**config.mk**
```make
export PLATFORM = sky130hd
export DESIGN_NAME = pipe_alu_unit_flat
export DESIGN_NICKNAME = d
export VERILOG_FILES = /design/src/rtl/pipe_alu_pkg.sv /design/src/rtl/pipe_alu_unit_if.sv /design/src/rtl/pipe_alu_unit_alu_core.sv /design/src/rtl/pipe_alu_unit.sv /design/src/flat_wrapper.sv
export SDC_FILE = /design/constraint.sdc
export NUM_CORES = 1
export LEC_CHECK = 0
export BUFFER_PORTS_ARGS = -buffer_cell sky130_fd_sc_hd__buf_4
export CORE_MARGIN = 2
export CORE_UTILIZATION = 52
export DETAILED_ROUTE_END_ITERATION = 16
export PLACE_DENSITY_LB_ADDON = 0.25
export SLEW_MARGIN = 10
export SYNTH_ARGS = -nofsm -noshare
export SYNTH_HDL_FRONTEND = slang
export SYNTH_SLANG_ARGS = --single-unit
export TNS_END_PERCENT = 1
```
**constraint.sdc**
```tcl
create_clock -name clk -period 3.94 [get_ports clk]
set_input_delay 0.788 -clock clk [delete_from_list [all_inputs] [get_ports clk]]
set_output_delay 0.788 -clock clk [all_outputs]
set_load 0.01 [all_outputs]
```
**src/rtl/pipe_alu_pkg.sv**
```systemverilog
// Shared definitions for the pipelined ALU slice.
// Contents: op code enumeration, condition-select codes, flag bit indices.
package pipe_alu_pkg;

    typedef enum logic [2:0] {
        OP_ZERO = 3'd0,
        OP_PASS = 3'd1,
        OP_ADD  = 3'd2,
        OP_NEG  = 3'd3,
        OP_OR   = 3'd4,
        OP_NOT  = 3'd5,
        OP_INC  = 3'd6,
        OP_DEC  = 3'd7
    } op_e;

    // Condition-select codes; anything above CC_NS evaluates true.
    localparam int CC_ALWAYS = 0;
    localparam int CC_C      = 1;
    localparam int CC_NC     = 2;
    localparam int CC_C2     = 3;
    localparam int CC_NC2    = 4;
    localparam int CC_Z      = 5;
    localparam int CC_NZ     = 6;
    localparam int CC_S      = 7;
    localparam int CC_NS     = 8;

    // Flag register bit positions.
    localparam int FLG_C  = 0;
    localparam int FLG_C2 = 1;
    localparam int FLG_Z  = 2;
    localparam int FLG_S  = 3;

endpackage

```
**src/rtl/pipe_alu_unit_if.sv**
```systemverilog
// Handshake/data bundle between register-read, the pipelined ALU and
// writeback/branch resolution.
// master: upstream + downstream side (drives operation, flush, out_ready).
// slave : the ALU unit (drives in_ready, result, carry, cc_true, flags).
interface pipe_alu_unit_if #(
    parameter int WIDTH = 16,
    parameter int CCW   = 4
);
    logic             in_valid;
    logic             in_ready;
    logic [2:0]       op;
    logic [WIDTH-1:0] a;
    logic [WIDTH-1:0] b;
    logic             setflag;
    logic [CCW-1:0]   ccsel;
    logic             flush;
    logic             out_valid;
    logic             out_ready;
    logic [WIDTH-1:0] result;
    logic             carry;
    logic             cc_true;
    logic [3:0]       flags;

    modport master (
        output in_valid, op, a, b, setflag, ccsel, flush, out_ready,
        input  in_ready, out_valid, result, carry, cc_true, flags
    );

    modport slave (
        input  in_valid, op, a, b, setflag, ccsel, flush, out_ready,
        output in_ready, out_valid, result, carry, cc_true, flags
    );
endinterface

```
**src/rtl/pipe_alu_unit_alu_core.sv**
```systemverilog
// Combinational ALU datapath.
// Inputs : op (function select), a, b (operands).
// Outputs: result (truncated to WIDTH), carry (out of bit WIDTH-1),
//          carry2 (out of bit WIDTH-2); both carries only for add/increment.
module alu_core
    import pipe_alu_pkg::*;
#(
    parameter int WIDTH = 16
) (
    input  logic [2:0]       op,
    input  logic [WIDTH-1:0] a,
    input  logic [WIDTH-1:0] b,
    output logic [WIDTH-1:0] result,
    output logic             carry,
    output logic             carry2
);
    logic [WIDTH-1:0] addend;
    logic [WIDTH:0]   sum;
    logic [WIDTH-1:0] low_sum;

    always_comb begin
        // Increment shares the adder with b forced to one.
        addend  = (op_e'(op) == OP_INC) ? WIDTH'(1) : b;
        sum     = {1'b0, a} + {1'b0, addend};
        // Sum of the low WIDTH-1 bits; its top bit is the carry into the sign bit.
        low_sum = {1'b0, a[WIDTH-2:0]} + {1'b0, addend[WIDTH-2:0]};
        result  = '0;
        carry   = 1'b0;
        carry2  = 1'b0;
        case (op_e'(op))
            OP_ZERO: result = '0;
            OP_PASS: result = a;
            OP_ADD, OP_INC: begin
                result = sum[WIDTH-1:0];
                carry  = sum[WIDTH];
                carry2 = low_sum[WIDTH-1];
            end
            OP_NEG:  result = ~a + WIDTH'(1);
            OP_OR:   result = a | b;
            OP_NOT:  result = ~a;
            OP_DEC:  result = a - WIDTH'(1);
            default: result = '0;
        endcase
    end
endmodule

```
**src/rtl/pipe_alu_unit.sv**
```systemverilog
// Two-stage pipelined ALU with flag register and condition evaluation.
// Ports: clk, reset (synchronous, active-high), bus (slave side of
// pipe_alu_unit_if: in_valid/in_ready/op/a/b/setflag/ccsel/flush in,
// out_valid/out_ready/result/carry/cc_true/flags out).
// Stage 1 holds the operation; stage 2 holds the computed result. Flags
// and the condition are resolved on the stage-1 to stage-2 transfer.
module pipe_alu_unit
    import pipe_alu_pkg::*;
#(
    parameter int WIDTH = 16,
    parameter int CCW   = 4
) (
    input  logic          clk,
    input  logic          reset,
    pipe_alu_unit_if.slave bus
);
    logic [2:0]       op_p1;
    logic [WIDTH-1:0] a_p1;
    logic [WIDTH-1:0] b_p1;
    logic             setflag_p1;
    logic [CCW-1:0]   ccsel_p1;
    logic             vld_p1;

    logic [WIDTH-1:0] result_p2;
    logic             carry_p2;
    logic             cc_p2;
    logic             vld_p2;
    logic [3:0]       flags_q;

    logic [WIDTH-1:0] alu_result;
    logic             alu_carry;
    logic             alu_carry2;
    logic [3:0]       new_flags;
    logic             e1;
    logic             e2;

    function automatic logic cc_eval(input logic [CCW-1:0] sel, input logic [3:0] f);
        case (int'(sel))
            CC_C:    return f[FLG_C];
            CC_NC:   return ~f[FLG_C];
            CC_C2:   return f[FLG_C2];
            CC_NC2:  return ~f[FLG_C2];
            CC_Z:    return f[FLG_Z];
            CC_NZ:   return ~f[FLG_Z];
            CC_S:    return f[FLG_S];
            CC_NS:   return ~f[FLG_S];
            default: return 1'b1;
        endcase
    endfunction

    alu_core #(.WIDTH(WIDTH)) u_alu (
        .op     (op_p1),
        .a      (a_p1),
        .b      (b_p1),
        .result (alu_result),
        .carry  (alu_carry),
        .carry2 (alu_carry2)
    );

    always_comb begin
        new_flags         = '0;
        new_flags[FLG_C]  = alu_carry;
        new_flags[FLG_C2] = alu_carry2;
        new_flags[FLG_Z]  = (alu_result == '0);
        new_flags[FLG_S]  = alu_result[WIDTH-1];
    end

    // A stage may advance when it is empty or the stage after it drains.
    assign e2 = ~vld_p2 | bus.out_ready;
    assign e1 = ~vld_p1 | e2;
    assign bus.in_ready = e1 & ~bus.flush;

    // Stage 1: capture the operation.
    always_ff @(posedge clk) begin
        if (reset) begin
            vld_p1     <= 1'b0;
            op_p1      <= '0;
            a_p1       <= '0;
            b_p1       <= '0;
            setflag_p1 <= 1'b0;
            ccsel_p1   <= '0;
        end else if (bus.flush) begin
            vld_p1 <= 1'b0;
        end else if (e1) begin
            vld_p1 <= bus.in_valid;
            if (bus.in_valid) begin
                op_p1      <= bus.op;
                a_p1       <= bus.a;
                b_p1       <= bus.b;
                setflag_p1 <= bus.setflag;
                ccsel_p1   <= bus.ccsel;
            end
        end
    end

    // Stage 2: capture result, resolve condition against the flags as they
    // stood before this entry, then commit this entry's flags.
    always_ff @(posedge clk) begin
        if (reset) begin
            vld_p2    <= 1'b0;
            result_p2 <= '0;
            carry_p2  <= 1'b0;
            cc_p2     <= 1'b0;
            flags_q   <= '0;
        end else if (bus.flush) begin
            vld_p2 <= 1'b0;
        end else if (e2) begin
            vld_p2 <= vld_p1;
            if (vld_p1) begin
                result_p2 <= alu_result;
                carry_p2  <= alu_carry;
                cc_p2     <= cc_eval(ccsel_p1, flags_q);
                if (setflag_p1) begin
                    flags_q <= new_flags;
                end
            end
        end
    end

    assign bus.out_valid = vld_p2;
    assign bus.result    = result_p2;
    assign bus.carry     = carry_p2;
    assign bus.cc_true   = cc_p2;
    assign bus.flags     = flags_q;
endmodule

```
**src/flat_wrapper.sv**
```systemverilog
// flat-port wrapper written by rule: the top's interface ports become plain ports
module pipe_alu_unit_flat import pipe_alu_pkg::*;
#(
    parameter int WIDTH = 16,
    parameter int CCW   = 4
)
  (clk, reset, bus_in_valid, bus_op, bus_a, bus_b, bus_setflag, bus_ccsel, bus_flush, bus_out_ready, bus_in_ready, bus_out_valid, bus_result, bus_carry, bus_cc_true, bus_flags);
  pipe_alu_unit_if #(.WIDTH(WIDTH), .CCW(CCW)) bus_i ();
  input  logic clk;
  input  logic reset;
  input wire logic [$bits(bus_i.in_valid)-1:0] bus_in_valid;
  input wire logic [$bits(bus_i.op)-1:0] bus_op;
  input wire logic [$bits(bus_i.a)-1:0] bus_a;
  input wire logic [$bits(bus_i.b)-1:0] bus_b;
  input wire logic [$bits(bus_i.setflag)-1:0] bus_setflag;
  input wire logic [$bits(bus_i.ccsel)-1:0] bus_ccsel;
  input wire logic [$bits(bus_i.flush)-1:0] bus_flush;
  input wire logic [$bits(bus_i.out_ready)-1:0] bus_out_ready;
  output wire logic [$bits(bus_i.in_ready)-1:0] bus_in_ready;
  output wire logic [$bits(bus_i.out_valid)-1:0] bus_out_valid;
  output wire logic [$bits(bus_i.result)-1:0] bus_result;
  output wire logic [$bits(bus_i.carry)-1:0] bus_carry;
  output wire logic [$bits(bus_i.cc_true)-1:0] bus_cc_true;
  output wire logic [$bits(bus_i.flags)-1:0] bus_flags;
  assign bus_i.in_valid = bus_in_valid;
  assign bus_i.op = bus_op;
  assign bus_i.a = bus_a;
  assign bus_i.b = bus_b;
  assign bus_i.setflag = bus_setflag;
  assign bus_i.ccsel = bus_ccsel;
  assign bus_i.flush = bus_flush;
  assign bus_i.out_ready = bus_out_ready;
  assign bus_in_ready = bus_i.in_ready;
  assign bus_out_valid = bus_i.out_valid;
  assign bus_result = bus_i.result;
  assign bus_carry = bus_i.carry;
  assign bus_cc_true = bus_i.cc_true;
  assign bus_flags = bus_i.flags;
  pipe_alu_unit #(.WIDTH(WIDTH), .CCW(CCW)) u_core (.clk(clk), .reset(reset), .bus(bus_i));
endmodule
```
==> After elaboration in Yosys (flattened, before gate mapping) <==
Index checks and enable logic that the tools add are counted.
{ "totals": {"regBits": 64, "in_bits": 45, "output_inout_bits": 24} }
{ "op_classes": {"addsub": 4, "eq_ne": 15, "n_mux": 5, "n_bitwise": 12, "reduce_logical": 7} }
{ "op_table": {"columns": ["operator", "count"], "rows": [
  ["$pmux W16 S7", 1],
  ["$add A16 B16 Y17", 1],
  ["$add A15 B15 Y16", 1],
  ["$add A16 B1 Y16 const B", 1],
  ["$eq A4 B3 Y1 const B", 4],
  ["$logic_not A16 Y1", 1],
  ["$mux W16", 1],
  ["$not A16 Y16", 1],
  ["$or A16 B16 Y16", 1],
  ["$sub A16 B1 Y16 const B", 1],
  ["$eq A3 B3 Y1 const B", 4],
  ["$eq A4 B2 Y1 const B", 2],
  ["$pmux W1 S8", 1],
  ["$not A1 Y1", 7],
  ["$eq A3 B2 Y1 const B", 2],
  ["$reduce_and A3 Y1", 2],
  ["$eq A4 B1 Y1 const B", 1],
  ["$eq A4 B4 Y1 const B", 1],
  ["$reduce_and A4 Y1", 1],
  ["$reduce_or A2 Y1", 2],
  ["$eq A3 B1 Y1 const B", 1],
  ["$logic_not A3 Y1", 1],
  ["$mux W1", 2],
  ["$or A1 B1 Y1", 2],
  ["$and A1 B1 Y1", 1]
]} }

==> Depth between registers and ports, before layout <==
Gate-level depths: netlist of the first run.
{ "logic_depth": {"ltp_word": 5, "depth_mapped": 17, "depth_no_buf": 15} }

==> Hierarchy <==
A second synthesis of the first run with hierarchy kept.
{ "hier_totals": {"cells_unflattened": 549, "area_unflattened_um2": 4095.2} }
{ "modules_own_cells": {"columns": ["mod", "n_inst", "cells_each", "area_each_um2"], "rows": [
  ["pipe_alu_unit", 1, 295, 2371.0],
  ["alu_core", 1, 254, 1724.2]
]} }

==> Least setup slack after synthesis of the first run <==
Ideal clock, no wire load.
{ "synth_timing": {"path_type": "reg2reg", "startpoint": "reg u_core.op_p1[2]", "endpoint": "reg u_core.flags_q[2] (netlist: u_core.bus.flags[2])", "setup_time_ps": 60, "arrival_time_ps": 3708, "required_time_ps": 3880, "slack_ps": 173, "path_stages_with_launch": 17, "path_buffers": 4, "period_less_slack_ps": 3767, "cell_sequence": "dfxtp_1 clkbuf_1 buf_2 buf_2 nand2_1 clkbuf_1 and2_1 ha_1 a2111oi_0 o21ai_1 a31oi_1 nor3_1 or3_1 nand3_1 nor2_1 a211oi_1 a41o_1"} }
{ "synth_between": {"elab_chain_cells": 5, "word_cells_on_any_way": 13, "cone_classes": "add/sub (1); eq/ne (7); mux (2); reduce/logical (3)"} }
{ "synth_lines": {"columns": ["item", "line", "text"], "rows": [
  ["start: declaration", "pipe_alu_unit.sv:17", "logic [2:0] op_p1;"],
  ["start signal: assignment", "pipe_alu_unit.sv:87", "op_p1 <= bus.op;"],
  ["$eq A3 B3 Y1", "pipe_alu_unit_alu_core.sv:23, pipe_alu_unit_alu_core.sv:30", null],
  ["$mux W16", "pipe_alu_unit_alu_core.sv:23", "addend = (op_e'(op) == OP_INC) ? WIDTH'(1) : b;"],
  ["$add A16 B16 Y17", "pipe_alu_unit_alu_core.sv:24", "sum = {1'b0, a} + {1'b0, addend};"],
  ["$pmux W16 S7 (*)", "pipe_alu_unit_alu_core.sv:30", "case (op_e'(op))"],
  ["$logic_not A16 Y1 (*)", "pipe_alu_unit.sv:64", "new_flags[FLG_Z] = (alu_result == '0);"],
  ["end signal: assignment", "pipe_alu_unit.sv:114", "flags_q <= new_flags;"],
  ["end: declaration", "pipe_alu_unit.sv:28", "logic [3:0] flags_q;"]
]} }
Mark *: on every way between the ends. The rest lies on a longest branch, timed or not.
A chain may end at the register's enable or synchronous reset.

==> Worst setup path after layout of the first run <==
{ "layout_timing": {"startpoint": "reg u_core.op_p1[1]", "endpoint": "reg u_core.result_p2[15] (netlist: u_core.bus.result[15])"} }
{ "layout_between": {"elab_chain_cells": 4, "word_cells_on_any_way": 12, "cone_classes": "add/sub (1); eq/ne (7); mux (2); reduce/logical (2)"} }
{ "layout_lines": {"columns": ["item", "line", "text"], "rows": [
  ["$eq A3 B3 Y1", "pipe_alu_unit_alu_core.sv:23, pipe_alu_unit_alu_core.sv:30", null],
  ["$mux W16", "pipe_alu_unit_alu_core.sv:23", null],
  ["$add A16 B16 Y17", "pipe_alu_unit_alu_core.sv:24", null],
  ["$pmux W16 S7 (*)", "pipe_alu_unit_alu_core.sv:30", null],
  ["end signal: assignment", "pipe_alu_unit.sv:110", "result_p2 <= alu_result;"],
  ["end: declaration", "pipe_alu_unit.sv:24", "logic [WIDTH-1:0] result_p2;"]
]} }
Marked as above.

==> impl_metrics.sql, run 1 <==
INSERT INTO impl_metrics (metric_group, metric, value, unit) VALUES
('run_status', 'outcome', 'finished clean', ''),
('final_layout', 'count_of_fill_cells_added_during_filler_insertion', '740', ''),
('critical_path', 'critPathRequiredTime', '4140', 'ps'),
('detailed_routing', 'dr_wl_met3', '655', 'µm'),
('hold_path', 'hold_path_startpoint', 'u_core.bus.cc_true$_SDFFE_PP0P_', ''),
('logic_synthesis', 'avgSynthCellArea', '7.322', 'µm²'),
('logic_synthesis', 'synth.yosys.seq_area_share', '29.17', '%'),
('global_route', 'antenna_violations_before_repair', '0', ''),
('hold_path', 'hold_path_class', 'register to register', ''),
('critical_path', 'timing.critical_path.from_type', 'register', ''),
('final_layout', 'final_layout_size_suffix_gt1_share', '16.72', '%'),
('sta', 'worstMarginPinSlew', '1046', 'ps'),
('critical_path', 'setup.reg_to_reg.worst_slack', '400', 'ps'),
('pwr', 'power_leakage', '0.002055', 'µW'),
('detailed_routing', 'firstDrtPassIters', '5', ''),
('clock_tree', 'cts_root_buffer', 'sky130_fd_sc_hd__clkbuf_8', ''),
('hold_path', 'hold_depth', '2', ''),
('clock_tree', 'maximum_root_to_sink_buffer_count', '2', ''),
('detailed_routing', 'met1_length', '5928', 'µm'),
('placed_design', 'portBuffers', '68', ''),
('placed_design', 'place.detailed.hpwl', '9084', 'µm'),
('floorplan', 'floorplan.rows', '33', ''),
('final_layout', 'layout-area-overhead-vs-synth', '16.60', '%'),
('floorplan', 'die_h', '95.92', 'µm'),
('detailed_routing', 'vias', '4488', ''),
('logic_synthesis', 'ys_seq_elements', '64', ''),
('logic_synthesis', 'synth_cells', '600', ''),
('sta', 'timing_max_transition_violations_final', '0', ''),
('logic_synthesis', 'synth_area', '0.004393', 'mm²'),
('floorplan', 'top_level_ports', '69', ''),
('sta', 'timing.slew.headroom', '30.29', '%'),
('logic_synthesis', 'synth.yosys.warnings', '0', ''),
('detailed_routing', 'drt_iter0_markers', '358', ''),
('logic_synthesis', 'postSynth.asyncResetShare', '0', '%'),
('detailed_routing', 'drt_wirelength', '12650', 'µm'),
('clock_tree', 'clk-insertion-delay-late', '350', 'ps'),
('sta', 'timing.hold.ws', '457.2', 'ps'),
('logic_synthesis', 'ys_top_cells_by_area', 'sky130_fd_sc_hd__dfxtp_1 29%, sky130_fd_sc_hd__nand2_1 9.9%, sky130_fd_sc_hd__a21oi_1 8.8%', ''),
('critical_path', 'reg2reg_depth', '13', ''),
('logic_synthesis', 'ys.flop_type', 'sky130_fd_sc_hd__dfxtp_1', ''),
('floorplan', 'die_width', '95.92', 'µm'),
('job', 'number_of_max_cap_violations', '0', ''),
('critical_path', 'worst_r2r_startpoint', 'u_core.op_p1[1]$_SDFFE_PP0P_', ''),
('sta', 'rsz0062_at_grt', 'false', ''),
('detailed_routing', 'wire_per_inst', '16.71', 'µm'),
('critical_path', 'critPathCaptureType', 'register', ''),
('placed_design', 'placed_cell_area', '0.004936', 'mm²'),
('critical_path', 'crit_arrival', '3740', 'ps'),
('floorplan', 'die_area', '0.009200', 'mm²'),
('critical_path', 'worstReg2RegEnd', 'u_core.bus.result[15]$_SDFFE_PP0P_', ''),
('sta', 'final.min_clock_period', '3541', 'ps'),
('clock_tree', 'cts_setup_buffers', '0', ''),
('sta', 'final.setup_skew', '13.38', 'ps'),
('detailed_routing', 'detail_route.drc_violations', '0', ''),
('sta', 'totalNegativeSetupSlack', '0', 'ps'),
('detailed_routing', 'route.met2.wl', '5835', 'µm'),
('clock_tree', 'htree_levels', '3', ''),
('logic_synthesis', 'synth.lib_cells_used.distinct', '65', ''),
('logic_synthesis', 'post_synth_edffs', '0', ''),
('logic_synthesis', 'synthesis.nets', '663', ''),
('pwr', 'power-per-cell-area', '300.5', 'mW/mm²'),
('critical_path', 'worstPathMaxFanout', '16', ''),
('sta', 'max_clk_rate', '0.2824', 'GHz'),
('global_route', 'overall_global_routing_usage', '28.57', '%'),
('detailed_routing', 'top_layer_used', 'met4', ''),
('global_route', 'grt_overflow', '0', ''),
('pwr', 'vdd_ir_drop_max', '0.2245', 'mV'),
('sta', 'endpoints_failing_hold', '0', ''),
('logic_synthesis', 'synth.largest_area_cell', 'sky130_fd_sc_hd__dfxtp_1', ''),
('global_route', 'grt_pass1_vias', '4097', ''),
('final_layout', 'final_design_area_no_fill', '0.005122', 'mm²');
[Yosys cell counts, drive strengths merged (3+ instances only)]
cell and count:
nand3 8, a21o 3, o211ai 6, a211oi 19
clkbuf 35, nor2 50, a21oi 77, or3b 3
xor2 15, o221ai 5, a2111oi 4, nor2b 5
o21a 4, o31ai 7, nor3 16, o21ai 24
or3 6, nand4 3, nand2 116, mux2i 8
inv 10, o2111ai 5, dfxtp 64, a31oi 5
xnor2 8, and3 5, buf 6, and2 17
o21bai 4, nand3b 3, ha 17, or2 3
nor4 5, nor3b 3, nand2b 7, or4 3
[cell usage in the layout (no fill, tap or decap), drive strengths merged, types with 5 or more instances in the layout]
master / Yosys / routed
nand2: 116 / 116
a21oi: 77 / 77
buf: 6 / 77
dfxtp: 64 / 64
nor2: 50 / 50
o21ai: 24 / 24
a211oi: 19 / 19
and2: 17 / 17
ha: 17 / 17
nor3: 16 / 16
xor2: 15 / 15
clkbuf: 35 / 12
inv: 10 / 10
nand3: 8 / 8
mux2i: 8 / 8
xnor2: 8 / 8
nand2b: 7 / 7
o31ai: 7 / 7
or3: 6 / 6
o211ai: 6 / 6
nor2b: 5 / 5
o2111ai: 5 / 5
a31oi: 5 / 5
o221ai: 5 / 5
and3: 5 / 5
nor4: 5 / 5
[power by group]
group	switching, µW	internal, µW
sequential	33.0	671
combinational	169	133
clock	270	263
total	473	1070
[critical path, stage by stage, from the launching register on]
cell	delay [ps]
sky130_fd_sc_hd__dfxtp_1	330
sky130_fd_sc_hd__nor2b_1	200
sky130_fd_sc_hd__nand2_2	230
sky130_fd_sc_hd__and2_1	230
sky130_fd_sc_hd__ha_1	350
sky130_fd_sc_hd__a2111oi_0	370
sky130_fd_sc_hd__o21ai_1	180
sky130_fd_sc_hd__a31oi_1	310
sky130_fd_sc_hd__nor3_1	130
sky130_fd_sc_hd__or3_1	420
sky130_fd_sc_hd__nand3_1	110
sky130_fd_sc_hd__nor2_1	40
sky130_fd_sc_hd__a211oi_1	350
sky130_fd_sc_hd__a211oi_1	140
[sequential cells by signal (all words and copies together) (netlist names)]
signal,flops
u_core.bus.result,16
u_core.b_p1,16
u_core.bus.carry,1
u_core.setflag_p1,1
u_core.op_p1,3
u_core.bus.cc_true,1
u_core.a_p1,16
u_core.vld_p1,1
u_core.ccsel_p1,4
u_core.bus.out_valid,1
u_core.bus.flags,4
[kinds of logic (layout without fill, tap and decap cells)]
group | Yosys count | in the layout | synth area share [%]
flip-flops | 64 | 64 | 29.17
buffers and inverters | 51 | 103 | 4.756
adder cells (fa/ha/maj) | 18 | 18 | 5.298
AO/OA/AOI/OAI | 178 | 178 | 25.75
XOR/XNOR | 24 | 24 | 5.098
AND/OR/NAND/NOR | 255 | 255 | 27.60
multiplexers | 10 | 10 | 2.336
[worst max path at each step]
stage,start,cells past startpoint,to
floorplan,u_core.op_p1[2]$_SDFFE_PP0P_,16,u_core.bus.flags[2]$_SDFFE_PP0P_
finish,u_core.op_p1[1]$_SDFFE_PP0P_,13,u_core.bus.result[15]$_SDFFE_PP0P_
detailed placement,u_core.op_p1[1]$_SDFFE_PP0P_,13,u_core.bus.flags[2]$_SDFFE_PP0P_
CTS,u_core.op_p1[1]$_SDFFE_PP0P_,13,u_core.bus.result[15]$_SDFFE_PP0P_
global placement,u_core.op_p1[1]$_SDFFE_PP0P_,13,u_core.bus.result[15]$_SDFFE_PP0P_
global route,u_core.op_p1[1]$_SDFFE_PP0P_,13,u_core.bus.result[15]$_SDFFE_PP0P_
[layout make-up]
| class | count | area, µm² | share of cell area (%) |
|---|---|---|---|
| Clock buffer | 12 | 155.1 | 3.029 |
| Clock inverter | 4 | 28.78 | 0.5618 |
| Inverter | 10 | 37.54 | 0.7328 |
| Multi-Input combinational cell | 485 | 2910 | 56.81 |
| Sequential cell | 64 | 1281 | 25.01 |
| Tap cell | 105 | 131.4 | 2.565 |
| Timing Repair Buffer | 77 | 578.1 | 11.28 |
[per-layer routing]
metal  vias to the layer above  track usage, %
li1                       2232               -
met1                      2098           40.94
met2                       143           44.99
met3                        15           3.837
met4                         0           7.857
met5                         -               0
[stage by stage]
stage | instances | util (%) | worst slack (ps) | power (µW)
global route | 757 | 62.34 | 68.53 | 1604
global placement | 741 | 60.07 | 365.8 | 1009
finish | 757 | 62.34 | 398.9 | 1539
CTS | 757 | 62.31 | 272.7 | 1541
detailed placement | 741 | 60.07 | 296.7 | 1015
floorplan | 600 | - | 172.6 | 917.1
[repair_timing]
item,in CTS,in global routing
hold buffers,0,0
setup endpoints to repair,0,3
gates resized for setup,0,1
No activity file was read; power rests on OpenSTA's default activity.
==> run 2, diff against run 1 <==
--- a/config.mk
+++ b/config.mk
@@ -9,7 +9,7 @@
 export CORE_MARGIN = 2
 export CORE_UTILIZATION = 52
 export DETAILED_ROUTE_END_ITERATION = 16
-export PLACE_DENSITY_LB_ADDON = 0.25
+export PLACE_DENSITY = 0.77
 export SLEW_MARGIN = 10
 export SYNTH_ARGS = -nofsm -noshare
 export SYNTH_HDL_FRONTEND = slang
==> constraint.sdc (replaced) <==
create_clock -name clk -period 3.06 [get_ports clk]
set_input_delay 0.612 -clock clk [delete_from_list [all_inputs] [get_ports clk]]
set_output_delay 0.612 -clock clk [all_outputs]
set_load 0.01 [all_outputs]
==> run 2 against run 1 <==
Compared with the run above:
- critical endpoint unchanged
- die area did not move
- design area grew 11%
- sequential share of layout area is 2.4 points lower
- clock power is 26% higher
- the run now ends with negative setup slack left
==> impl_metrics.sql, run 2 (synthesis gave the netlist of run 1 again) <==
INSERT INTO impl_metrics (metric_group, metric, value, unit) VALUES
('critical_path', 'critPathRequiredTime', '3250', 'ps'),
('sta', 'max_clk_rate', '0.3231', 'GHz'),
('placed_design', 'placed_cell_area', '0.005289', 'mm²'),
('floorplan', 'initial_utilization', '53.46', '%'),
('detailed_routing', 'drt_wirelength', '13800', 'µm'),
('sta', 'timing.hold.ws', '461.6', 'ps'),
('final_layout', 'final_cell_mix', '115 x sky130_fd_sc_hd__nand2_1, 114 x sky130_fd_sc_hd__buf_4, 71 x sky130_fd_sc_hd__a21oi_1, 62 x sky130_fd_sc_hd__dfxtp_1, 49 x sky130_fd_sc_hd__nor2_1', ''),
('sta', 'worstMarginPinSlew', '648.0', 'ps'),
('critical_path', 'critical_path.cell_chain', 'nor2b_4 > nand2_4 > and2_1 > ha_1 > buf_4 > o211ai_1 > nand2_1 > a31oi_4 > nor3_2 > or3_4 > nand3_1 > nor2_1 > a211oi_2 > a211oi_1', ''),
('critical_path', 'timing.critical_path.slowest_cell_delay', '430', 'ps'),
('critical_path', 'path_buf_inv', '1', ''),
('critical_path', 'worstPathMaxFanout', '5', ''),
('clock_tree', 'cts-buffers-inserted', '9', ''),
('global_route', 'antenna_violations_before_repair', '0', ''),
('clock_tree', 'htree_levels', '3', ''),
('detailed_routing', 'firstDrtPassIters', '5', ''),
('critical_path', 'timing.critical_path.from_type', 'register', ''),
('detailed_routing', 'detail_routed_via_count_per_cell', '5.962', ''),
('final_layout', 'area.sequential', '0.001284', 'mm²'),
('job', 'number_of_max_cap_violations', '0', ''),
('pwr', 'power_leakage', '0.002278', 'µW'),
('sta', 'layout_worst_path_cycle_share', '101.1', '%'),
('sta', 'final.setup_skew', '16.41', 'ps'),
('global_route', 'global_route.usage.met1', '38.95', '%'),
('placed_design', 'dpl.cell_count', '775', ''),
('final_layout', 'final_design_area_no_fill', '0.005678', 'mm²'),
('clock_tree', 'cts_root_buffer', 'sky130_fd_sc_hd__clkbuf_8', ''),
('placed_design', 'place.gp.congestion', '0.9432', ''),
('final_layout', 'layout-area-overhead-vs-synth', '29.25', '%'),
('sta', 'timing_max_transition_violations_final', '0', ''),
('floorplan', 'design.core.area', '0.008217', 'mm²'),
('sta', 'finalWorstSetupSlack', '-34.64', 'ps'),
('clock_tree', 'clk-insertion-delay-late', '350', 'ps'),
('final_layout', 'area_of_the_multi_input_gates', '0.003189', 'mm²'),
('run_status', 'violations', 'negative setup slack', ''),
('floorplan', 'top_level_ports', '69', ''),
('critical_path', 'crit_slowest_cell', 'sky130_fd_sc_hd__or3_4', ''),
('global_route', 'grtUsageMet2', '48.19', '%'),
('global_route', 'met3_usage', '7.204', '%'),
('detailed_routing', 'drt_iter0_markers', '432', ''),
('critical_path', 'critPathCaptureType', 'register', ''),
('final_layout', 'count_of_fill_cells_added_during_filler_insertion', '712', ''),
('placed_design', 'portBuffers', '68', ''),
('sta', 'timing.slew.headroom', '56.80', '%'),
('sta', 'totalNegativeSetupSlack', '-43.80', 'ps'),
('clock_tree', 'cts.reportedPaths.clkPinSlew', '80', 'ps'),
('floorplan', 'die_area', '0.009200', 'mm²'),
('detailed_routing', 'wire_per_inst', '17.36', 'µm'),
('detailed_routing', 'vias', '4740', ''),
('clock_tree', 'maximum_root_to_sink_buffer_count', '2', ''),
('final_layout', 'final_layout_size_suffix_gt1_share', '27.39', '%'),
('final_layout', 'final_common_cell', 'sky130_fd_sc_hd__nand2_1', ''),
('clock_tree', 'sinks_on_clock_net', '64', ''),
('global_route', 'grt.busiest_layer', 'met2', ''),
('final_layout', 'n_antenna_cell', '0', ''),
('sta', 'final.min_clock_period', '3095', 'ps'),
('floorplan', 'die_width', '95.92', 'µm'),
('placed_design', 'place.detailed.hpwl', '10010', 'µm'),
('hold_path', 'hold_path_class', 'input pin to register', ''),
('clock_tree', 'tritoncts', 'built', ''),
('global_route', 'grt_pass1_wl', '21260', 'µm'),
('detailed_routing', 'drt.antenna.violating_nets', '0', ''),
('run_status', 'outcome', 'finished with violations', ''),
('final_layout', 'final_cells', '795', ''),
('sta', 'rsz0062_at_grt', 'true', ''),
('sta', 'endpoints_failing_hold', '0', ''),
('pwr', 'vdd_ir_drop_max', '0.3105', 'mV'),
('critical_path', 'setup.worst_path.class', 'register to register', ''),
('critical_path', 'crit_arrival', '3280', 'ps'),
('critical_path', 'worst_path_dominant_cell_family', 'simple AND/OR/NAND/NOR gates', ''),
('pwr', 'post-layout-total-power', '2039', 'µW'),
('sta', 'finalSetupViolations', '3', ''),
('detailed_routing', 'detail_route.drc_violations', '0', ''),
('global_route', 'grt_overflow', '0', ''),
('global_route', 'largest_net_degree_at_the_start_of_global_routing', '65', ''),
('floorplan', 'floorplan.rows', '33', ''),
('final_layout', 'finish.net_count', '748', ''),
('floorplan', 'die_h', '95.92', 'µm'),
('global_route', 'grt_pass1_vias', '4370', ''),
('global_route', 'overall_global_routing_usage', '29.88', '%'),
('pwr', 'power-per-cell-area', '359.0', 'mW/mm²');
==> run 2: cell type report <==
cell class              count  share of cell area [%]
flip-flops and latches     64                   22.61
multi-input cells         486                   56.17
clock buffers              10                   2.424
repair buffers            114                   15.07
inverters                  10                  0.6611
well taps                 105                   2.314
clock inverters             6                  0.7492
==> run 2: where the power goes <==
part	internal (µW)	total [µW]	switching, µW	leakage [µW]
Sequential	864	899	35.1	0.000522
Combinational	209	469	260	0.00167
Clock	317	670	353	0.0000887
==> run 2: routing by layer <==
metal,vias to the layer above,routed length (µm)
li1,2301,-
met1,2195,6000
met2,214,6430
met3,30,1035
met4,0,333
met5,-,0
==> run 2: worst paths after layout <==
| path | startpoint | endpoint | slack (ps) | depth (start not counted) |
|---|---|---|---|---|
| worst max-delay path | u_core.op_p1[1]$_SDFFE_PP0P_ | u_core.bus.result[15]$_SDFFE_PP0P_ | -30 | 14 |
| worst min-delay path | bus_flush | u_core.vld_p1$_SDFFE_PP0P_ | 460 | 2 |
| worst max register to register | u_core.op_p1[1]$_SDFFE_PP0P_ | u_core.bus.result[15]$_SDFFE_PP0P_ | -30 | 14 |
| worst min register to register | u_core.b_p1[0]$_SDFFE_PP0P_ | u_core.b_p1[0]$_SDFFE_PP0P_ | 470 | 2 |
==> run 2: per-stage QoR <==
stage / util (%) / setup WS (ps)
2_1_floorplan: - / -65.03
3_3_place_gp: 64.37 / -34.67
3_5_place_dp: 64.37 / -130.7
4_1_cts: 66.96 / 4.429
5_1_grt: 69.10 / -156.5
6_report: 69.10 / -34.64
==> run 2: repair_timing <==
action,in CTS,in global routing
setup buffers,0,3
resized for setup,7,27
pin swaps,1,15
hold buffers,0,0
gates cloned,0,1
setup endpoints to repair,4,5
